### src/rtl/muldiv_unit.sv
// muldiv_unit: iterative RV32M multiply/divide execution unit.
//
// Takes rs1/rs2 straight from the register file read ports. It resolves
// MUL/MULH/MULHSU/MULHU/DIV/DIVU/REM/REMU in 32 single-bit iterations. It hands
// the result back with its destination address for write-back.
//
// Ports:
//   ip_clk      clock, rising edge
//   ip_rst      asynchronous active-high reset
//   ip_start    request pulse, only honoured in IDLE
//   ip_funct3   RV32M op select
//   ip_rs1      operand A (multiplicand / dividend)
//   ip_rs2      operand B (multiplier / divisor)
//   ip_rd_addr  destination register address
//   ip_flush    synchronous abort, wins over ip_start
//   op_busy     high while an operation is in flight (CALC/FIX/DONE)
//   op_done     one-cycle result-valid pulse
//   op_wr_en    register-file write enable (op_done with rd != 0)
//   op_rd_addr  destination address of the delivered result
//   op_result   result, held until the next op_done
module muldiv_unit #(
  parameter int XLEN = 32
) (
  input  logic            ip_clk,
  input  logic            ip_rst,
  input  logic            ip_start,
  input  logic [2:0]      ip_funct3,
  input  logic [XLEN-1:0] ip_rs1,
  input  logic [XLEN-1:0] ip_rs2,
  input  logic [4:0]      ip_rd_addr,
  input  logic            ip_flush,
  output logic            op_busy,
  output logic            op_done,
  output logic            op_wr_en,
  output logic [4:0]      op_rd_addr,
  output logic [XLEN-1:0] op_result
);

  localparam int CW = $clog2(XLEN);

  typedef enum logic [1:0] {S_IDLE, S_CALC, S_FIX, S_DONE} state_t;

  state_t state_reg, state_next;

  logic [2:0]      funct3_reg;
  logic [4:0]      rd_reg;
  // Multiply: a_reg = multiplier (shifts out LSB-first, collects product low half).
  // Divide:   a_reg = dividend (shifts out MSB-first, collects quotient bits).
  logic [XLEN-1:0] a_reg;
  logic [XLEN-1:0] b_reg;      // multiplicand magnitude / divisor magnitude
  logic [XLEN:0]   hi_reg;     // product high half + carry / partial remainder
  logic [XLEN-1:0] res_reg;    // corrected result waiting for DONE
  logic            neg_reg;    // negate the selected result in FIX
  logic [CW-1:0]   cnt_reg;

  // ---------------- operand decode at acceptance ----------------
  logic            in_is_div, rs1_signed, rs2_signed, rs1_neg, rs2_neg;
  logic [XLEN-1:0] rs1_mag, rs2_mag;
  logic            div_zero, div_ovf, special;
  logic [XLEN-1:0] special_res;
  logic            neg_in;
  logic            start_ok;

  always_comb begin
    in_is_div  = ip_funct3[2];
    // DIV/REM signed on both; MUL/MULH signed on both; MULHSU only rs1.
    rs1_signed = in_is_div ? ~ip_funct3[0] : (ip_funct3[1:0] != 2'b11);
    rs2_signed = in_is_div ? ~ip_funct3[0] : ~ip_funct3[1];
    rs1_neg    = rs1_signed & ip_rs1[XLEN-1];
    rs2_neg    = rs2_signed & ip_rs2[XLEN-1];
    // -0x80000000 wraps to itself, which is the correct unsigned magnitude.
    rs1_mag    = rs1_neg ? -ip_rs1 : ip_rs1;
    rs2_mag    = rs2_neg ? -ip_rs2 : ip_rs2;

    div_zero   = in_is_div & (ip_rs2 == '0);
    div_ovf    = in_is_div & ~ip_funct3[0] &
                 (ip_rs1 == {1'b1, {(XLEN-1){1'b0}}}) & (ip_rs2 == '1);
    special    = div_zero | div_ovf;

    special_res = '0;
    if (div_zero) begin
      special_res = ip_funct3[1] ? ip_rs1 : '1;
    end else if (div_ovf) begin
      special_res = ip_funct3[1] ? '0 : {1'b1, {(XLEN-1){1'b0}}};
    end

    // Remainder follows the dividend sign; product and quotient follow the xor.
    neg_in = (in_is_div & ip_funct3[1]) ? rs1_neg : (rs1_neg ^ rs2_neg);

    start_ok = (state_reg == S_IDLE) & ip_start & ~ip_flush;
  end

  // ---------------- per-iteration datapath ----------------
  logic [XLEN:0]     mul_sum;
  logic [XLEN:0]     div_shift;
  logic [XLEN:0]     div_diff;
  logic [2*XLEN-1:0] prod, prod_fix;
  logic [XLEN-1:0]   div_val, div_fix, fix_res;

  always_comb begin
    mul_sum   = hi_reg + {1'b0, (a_reg[0] ? b_reg : {XLEN{1'b0}})};
    // Partial remainder stays below the divisor, so its top bit is always 0.
    div_shift = {hi_reg[XLEN-1:0], a_reg[XLEN-1]};
    div_diff  = div_shift - {1'b0, b_reg};

    prod     = {hi_reg[XLEN-1:0], a_reg};
    prod_fix = neg_reg ? -prod : prod;
    div_val  = funct3_reg[1] ? hi_reg[XLEN-1:0] : a_reg;
    div_fix  = neg_reg ? -div_val : div_val;

    if (funct3_reg[2]) begin
      fix_res = div_fix;
    end else if (funct3_reg[1:0] == 2'b00) begin
      fix_res = prod_fix[XLEN-1:0];
    end else begin
      fix_res = prod_fix[2*XLEN-1:XLEN];
    end
  end

  // ---------------- FSM ----------------
  always_ff @(posedge ip_clk or posedge ip_rst) begin
    if (ip_rst) begin
      state_reg <= S_IDLE;
    end else begin
      state_reg <= state_next;
    end
  end

  always_comb begin
    state_next = state_reg;
    op_busy    = (state_reg != S_IDLE);
    case (state_reg)
      S_IDLE: if (start_ok) state_next = special ? S_DONE : S_CALC;
      S_CALC: if (cnt_reg == '0) state_next = S_FIX;
      S_FIX:  state_next = S_DONE;
      S_DONE: state_next = S_IDLE;
      default: state_next = S_IDLE;
    endcase
    if (ip_flush) begin
      state_next = S_IDLE;
    end
  end

  // ---------------- datapath registers and outputs ----------------
  always_ff @(posedge ip_clk or posedge ip_rst) begin
    if (ip_rst) begin
      funct3_reg <= '0;
      rd_reg     <= '0;
      a_reg      <= '0;
      b_reg      <= '0;
      hi_reg     <= '0;
      res_reg    <= '0;
      neg_reg    <= 1'b0;
      cnt_reg    <= '0;
      op_done    <= 1'b0;
      op_wr_en   <= 1'b0;
      op_rd_addr <= '0;
      op_result  <= '0;
    end else begin
      op_done  <= 1'b0;
      op_wr_en <= 1'b0;
      case (state_reg)
        S_IDLE: begin
          if (start_ok) begin
            funct3_reg <= ip_funct3;
            rd_reg     <= ip_rd_addr;
            a_reg      <= in_is_div ? rs1_mag : rs2_mag;
            b_reg      <= in_is_div ? rs2_mag : rs1_mag;
            hi_reg     <= '0;
            neg_reg    <= neg_in;
            cnt_reg    <= CW'(XLEN - 1);
            if (special) begin
              res_reg <= special_res;
            end
          end
        end
        S_CALC: begin
          cnt_reg <= cnt_reg - 1'b1;
          if (funct3_reg[2]) begin
            // Restoring step: keep the subtraction only if it did not go negative.
            if (!div_diff[XLEN]) begin
              hi_reg <= div_diff;
              a_reg  <= {a_reg[XLEN-2:0], 1'b1};
            end else begin
              hi_reg <= div_shift;
              a_reg  <= {a_reg[XLEN-2:0], 1'b0};
            end
          end else begin
            // Shift-add: the 65-bit {hi, a} pair shifts right once per step.
            hi_reg <= {1'b0, mul_sum[XLEN:1]};
            a_reg  <= {mul_sum[0], a_reg[XLEN-1:1]};
          end
        end
        S_FIX: begin
          res_reg <= fix_res;
        end
        S_DONE: begin
          if (!ip_flush) begin
            op_done    <= 1'b1;
            op_wr_en   <= (rd_reg != 5'd0);
            op_rd_addr <= rd_reg;
            op_result  <= res_reg;
          end
        end
        default: ;
      endcase
    end
  end

endmodule

### config.mk
export PLATFORM = sky130hd
export DESIGN_NAME = muldiv_unit
export DESIGN_NICKNAME = d
export VERILOG_FILES = /design/src/rtl/muldiv_unit.sv
export SDC_FILE = /design/constraint.sdc
export NUM_CORES = 1
export LEC_CHECK = 0
export ABC_AREA = 0
export CAP_MARGIN = 40
export CORE_MARGIN = 2
export CORE_UTILIZATION = 30
export DETAILED_ROUTE_END_ITERATION = 8
export PLACE_DENSITY = 0.45
export REMOVE_ABC_BUFFERS = 1
export SLEW_MARGIN = 25
export SYNTH_ARGS = -nofsm -noshare
export SYNTH_HDL_FRONTEND = slang
export SYNTH_SLANG_ARGS = --single-unit
### constraint.sdc
create_clock -name ip_clk -period 12.3 [get_ports ip_clk]
set_input_delay 3.69 -clock ip_clk [delete_from_list [all_inputs] [get_ports ip_clk]]
set_output_delay 3.69 -clock ip_clk [all_outputs]
set_load 0.005 [all_outputs]
# Word level (Yosys, flattened, before mapping)
# Index checks and enable logic that the tools add are counted.
# classes
addsub	7
n_eq_ne	10
bitwise	14
muxes	39
n_reduce_logical	13
# ops
op	n
32-bit 2-to-1 mux	17
32-bit case mux with 2 select lines	2
33-bit 2-to-1 mux	3
32-bit negation	3
33-bit case mux with 2 select lines	1
32-bit == test, second input constant	2
64-bit 2-to-1 mux	1
64-bit negation	1
33-bit by 32-bit adder with 33-bit output	1
33-bit by 32-bit subtractor with 33-bit output	1
32-bit logical NOT	1
5-bit case mux with 2 select lines	1
1-bit AND	9
1-bit 2-to-1 mux	8
2-bit 2-to-1 mux	4
2-bit case mux with 4 select lines	1
2-bit AND reduction	4
2-bit inequality test, second input constant	3
3-bit inequality test, second input constant	2
2-bit nonzero test	3
5-bit logical NOT	1
5-bit 2-to-1 mux	1
5-bit nonzero test	1
5-bit by 1-bit subtractor with 5-bit output, second input constant	1
other kinds (7)	11
# word_totals
output_inout_bits	40
register_bits	184
in_bits	76

# Longest topological paths before layout
# logic_depth
ltp_word	9
mapped_depth	22
mapped_depth_nobuf	19

# Worst setup path after synthesis
# Ideal clock, no wire load.
# synth_timing
path_kind	input to register
startpoint	input port ip_rs1[20]
endpoint	register res_reg[11]
slack_ps	5875
path_stages	10
arrival_ps	6284
n_path_buf	2
path_cell_list	or4_1 > nor3_1 > nand2b_1 > or3_1 > nor4_1 > nor2_1 > o22ai_1 > clkbuf_1 > clkbuf_1 > a31oi_1
# synth_via
elab_chain_len	8
elab_cells_between_ends	11
classes_between	2 x eq/ne; 5 x mux; 3 x bitwise; 1 x reduce/logical
# synth_lines
element	line_no	rtl
start, declared	28	input logic [XLEN-1:0] ip_rs1,
32-bit == test *	77	(ip_rs1 == {1'b1, {(XLEN-1){1'b0}}}) & (ip_rs2 == '1);
1-bit AND *	76	div_ovf = in_is_div & ~ip_funct3[0] &
1-bit AND *	77	
32-bit 2-to-1 mux	83	end else if (div_ovf) begin
32-bit 2-to-1 mux	81	if (div_zero) begin
32-bit 2-to-1 mux	172	if (special) begin
32-bit 2-to-1 mux	164	if (start_ok) begin
32-bit case mux with 2 select lines	162	case (state_reg)
end signal, assigned	173	res_reg <= special_res;
end signal, assigned	195	res_reg <= fix_res;
end, declared	52	logic [XLEN-1:0] res_reg;
# Mark *: on every way between the ends. The rest lies on a longest branch, timed or not. The select of a mux whose other input is x is not followed.
# A chain may end at the register's enable or synchronous reset.

# Worst setup path in the final report
# layout_timing
startpoint	input port ip_rs2[16]
endpoint	register res_reg[12]
# layout_via
elab_chain_len	7
elab_cells_between_ends	12
classes_between	2 x eq/ne; 5 x mux; 3 x bitwise; 2 x reduce/logical
# layout_lines
element	line_no	rtl
start, declared	29	input logic [XLEN-1:0] ip_rs2,
32-bit == test	77	
1-bit AND	77	
32-bit 2-to-1 mux	83	
32-bit 2-to-1 mux	81	
32-bit 2-to-1 mux	172	
32-bit 2-to-1 mux	164	
32-bit case mux with 2 select lines	162	
# Several ways; a longest one is shown, not always the timed one. The select of a mux whose other input is x is not followed.

==> metrics.md <==
| Metric | Value |
|---|---|
| CP Max Fanout | `61` |
| R2r setup slk | `6220 ps` |
| WP data required | `12660 ps` |
| Initial DRC Count | `1302` |
| Setup Fix Bufs, Post-CTS | `0` |
| Final hold vios | `0` |
| Synth cell types | `74` |
| Die footprint | `58710 um2` |
| Final WS setup | `5284 ps` |
| F_max | `142.5 MHz` |
| Final WL | `67530 um` |
| Period utilization | `57.04%` |
| Core area | `56280 um2` |
| PD cells | `211.2 nW/um2` |
| Worst path bufs/invs | `2` |
| Fillers | `5930` |
| Launching point of the worst reg2reg path | `a_reg[31]$_DFFE_PP0P_` |
| Post_cts resized | `0` |
| Synthesis-to-finish area growth | `15.15%` |
| FF+latch count, synth | `184` |
| Maximum vdd ir drop | `0.0001242 V` |
| First-pass GRT wire length | `103400 um` |
| YS warnings | `0` |
| Cts bufs inserted | `17` |
| RSZ-0062 raised after global routing | `no` |
| Hold_ws | `481.4 ps` |
| Top FF cell, synth | `dfrtp_1` |
| Layout cells sized above 1 | `8.140%` |
| CTS tree | `built` |
| Worst slew pin tran | `876.3 ps` |
| Setup violators final | `0` |
| Initial antenna violation count | `3` |
| Min-delay worst type | `register to register` |
| Ordered list of cells on the worst path | `clkdlybuf4s50_1, or4_1, nor3_1, nand4_1, nor3_1, nor2_1, o22ai_4, buf_4, mux2_2` |
| Reg2reg path depth | `21` |
| DR DRC count | `0` |
| Routed via count | `16.68k` |
| Starting Density | `30.27%` |
| Hold-critical path endpoint | `b_reg[14]$_DFFE_PP0P_` |
| Outcome | `finished clean` |
| Clock Latency Late Sink | `470 ps` |
| Largest delay share family, worst path | `simple AND/OR/NAND/NOR gates` |
| CP Capture Type | `register` |
| Drt pass-1 iters | `5` |
| I/O pins | `116` |
| Fin util | `34.86%` |
| Most frequent CP cell | `nor3_1` |
| Worst-path clk slew | `80 ps` |
| CP max stage delay | `610 ps` |
| Worst endpoint data arrival time | `7380 ps` |
| Die H | `242.3 um` |
| Most frequent cells in the layout | `nor2_1 (234), o21ai_0 (208), nand2_1 (186)` |
| Most common cell after layout, fill and taps aside | `nor2_1` |
| Final GP Congestion | `0.8995` |
| Max FFs per register | `33` |
| Die Span X | `242.3 um` |
| Post-CTS Hold Buffers | `0` |
| Vias/cell | `5.641` |
| Pin count of the biggest net entering global routing | `91` |
| P_leak | `7.840 nW` |
| GR Util All Layers | `22.91%` |
| H-tree levels | `4` |
| CP Launch Type | `input port` |
| EDFF count, synth | `0` |
| Tmin final | `7016 ps` |
| Worst r2r dst | `hi_reg[23]$_DFFE_PP0P_` |
| Wire length per cell | `22.84 um` |
| Syn_area_per_cell | `7.841 um2` |
| Buffers added on ports | `115` |
| Max-cap violations | `0` |
| FFs w/ async S/R, synth | `100.0%` |
| Vias in the first global route | `16.32k` |
| HPWL after DPL | `50680 um` |
| Max Root-Sink Buffers | `2` |
| GRT overflow | `0` |
| Hold-critical path depth | `2` |
| Worst setup path class | `input port to register` |
| Cell Area, Synth | `17040 um2` |
| Nets@finish | `2342` |
| Syn Inst Count | `2173` |
| Pre-CTS WS | `4860 ps` |
| Register area share after synthesis | `27.03%` |
| # rows | `87` |
| CTS root buf | `clkbuf_16` |
| Clock Skew | `10.37 ps` |
| Post-route ant nets | `0` |
| Final Slew Violations | `0` |
| Worst Hold Launch | `b_reg[14]$_DFFE_PP0P_` |
| Setup TNS | `0 ps` |
| Rel. slew slack | `40.96%` |
| CTS sink cnt | `184` |
| Slowest-stage cell, CP | `buf_4` |
==> routing by layer <==
layer	part of all wire, %	GRT usage (%)
met5	0.019	0
met4	3.0	9.060
met3	5.5	3.423
met2	45	35.67
met1	47	31.76
==> where the power goes <==
part           internal, mW  total [mW]  leakage, nW  switching (mW)
logic                 0.993        2.34         5.26            1.35
registers             0.829        1.21         2.28           0.376
clock network         0.300       0.599        0.304           0.299
total                  2.12        4.14         7.84            2.02
==> synthesized netlist by cell type, types with 14 or more instances <==
cell / instances / share of area (%)
nand2b_1: 20 / 0.73
inv_1: 63 / 1.4
a21o_1: 28 / 1.2
nor2b_1: 14 / 0.51
ha_1: 78 / 5.7
dfrtp_1: 184 / 27
nor2_1: 237 / 5.2
mux2_2: 70 / 4.6
o41ai_1: 16 / 0.82
nand2_1: 186 / 4.1
nor3_1: 52 / 1.5
buf_1: 16 / 0.35
xnor2_1: 102 / 5.2
o211ai_1: 25 / 1.1
and3_1: 17 / 0.62
a41oi_1: 19 / 0.98
a31oi_1: 22 / 0.81
mux2i_1: 59 / 3.5
clkbuf_1: 136 / 3.0
nand4_1: 22 / 0.81
a211oi_1: 26 / 1.1
nor4_1: 19 / 0.70
xor2_1: 91 / 4.7
a21oi_1: 183 / 5.4
o31ai_1: 47 / 2.1
o21ai_0: 208 / 6.1
or4_1: 20 / 0.88
nand3_1: 32 / 0.94
==> metrics by stage <==
stage	power, mW	instances	area, um2
2_1_floorplan	2.680	2012	16410
3_3_place_gp	3.491	2909	18790
3_5_place_dp	3.509	2918	18900
4_1_cts	4.132	2950	19510
5_1_grt	4.462	2956	19620
6_report	4.143	2956	19620
==> final cells by class <==
| cell class | instances | area (um2) | share of cell area (%) |
|---|---|---|---|
| antenna | 1 | 2.502 | 0.01276 |
| clock buffer | 18 | 439.2 | 2.239 |
| clock inverter | 14 | 171.4 | 0.8737 |
| inverter | 67 | 259.0 | 1.320 |
| multi-input combinational | 1761 | 11630 | 59.27 |
| sequential | 184 | 4608 | 23.49 |
| tap | 756 | 945.9 | 4.821 |
| timing repair buffer | 155 | 1564 | 7.972 |
==> worst reg2reg max path: cells and delay by family (launching register included) <==
| family | cells | cell delay (ps) |
|---|---|---|
| and+or+nand+nor | 3 | 640 |
| DFF | 1 | 680 |
| adders and majority gates | 3 | 850 |
| AOI/OAI and AO/OA | 9 | 1960 |
| buffers and inverters | 5 | 1790 |
| muxes | 1 | 110 |
==> kinds of logic after synthesis <==
group                    Yosys count  share of synthesized area [%]
AO/OA/AOI/OAI                    691                          25.64
XOR/XNOR                         193                          9.921
flip-flops                       184                          27.03
AND/OR/NAND/NOR                  668                          18.20
multiplexers                     129                          8.093
adder cells (fa/ha/maj)           80                          5.963
buffers and inverters            228                          5.163
==> how the worst max path moves through the flow <==
stage | start | to | slack [ps] | cells past startpoint
after floorplan | ip_start | hi_reg[24]$_DFFE_PP0P_ | 3180 | 8
after global placement | ip_rs1[12] | res_reg[12]$_DFFE_PP0P_ | 4630 | 9
after detailed placement | ip_rs2[16] | res_reg[12]$_DFFE_PP0P_ | 4860 | 9
after CTS | ip_rs2[16] | res_reg[12]$_DFFE_PP0P_ | 5370 | 9
after global routing | ip_rs2[16] | res_reg[0]$_DFFE_PP0P_ | 4980 | 10
final | ip_rs2[16] | res_reg[12]$_DFFE_PP0P_ | 5280 | 9
No activity file was read; power rests on OpenSTA's default activity.
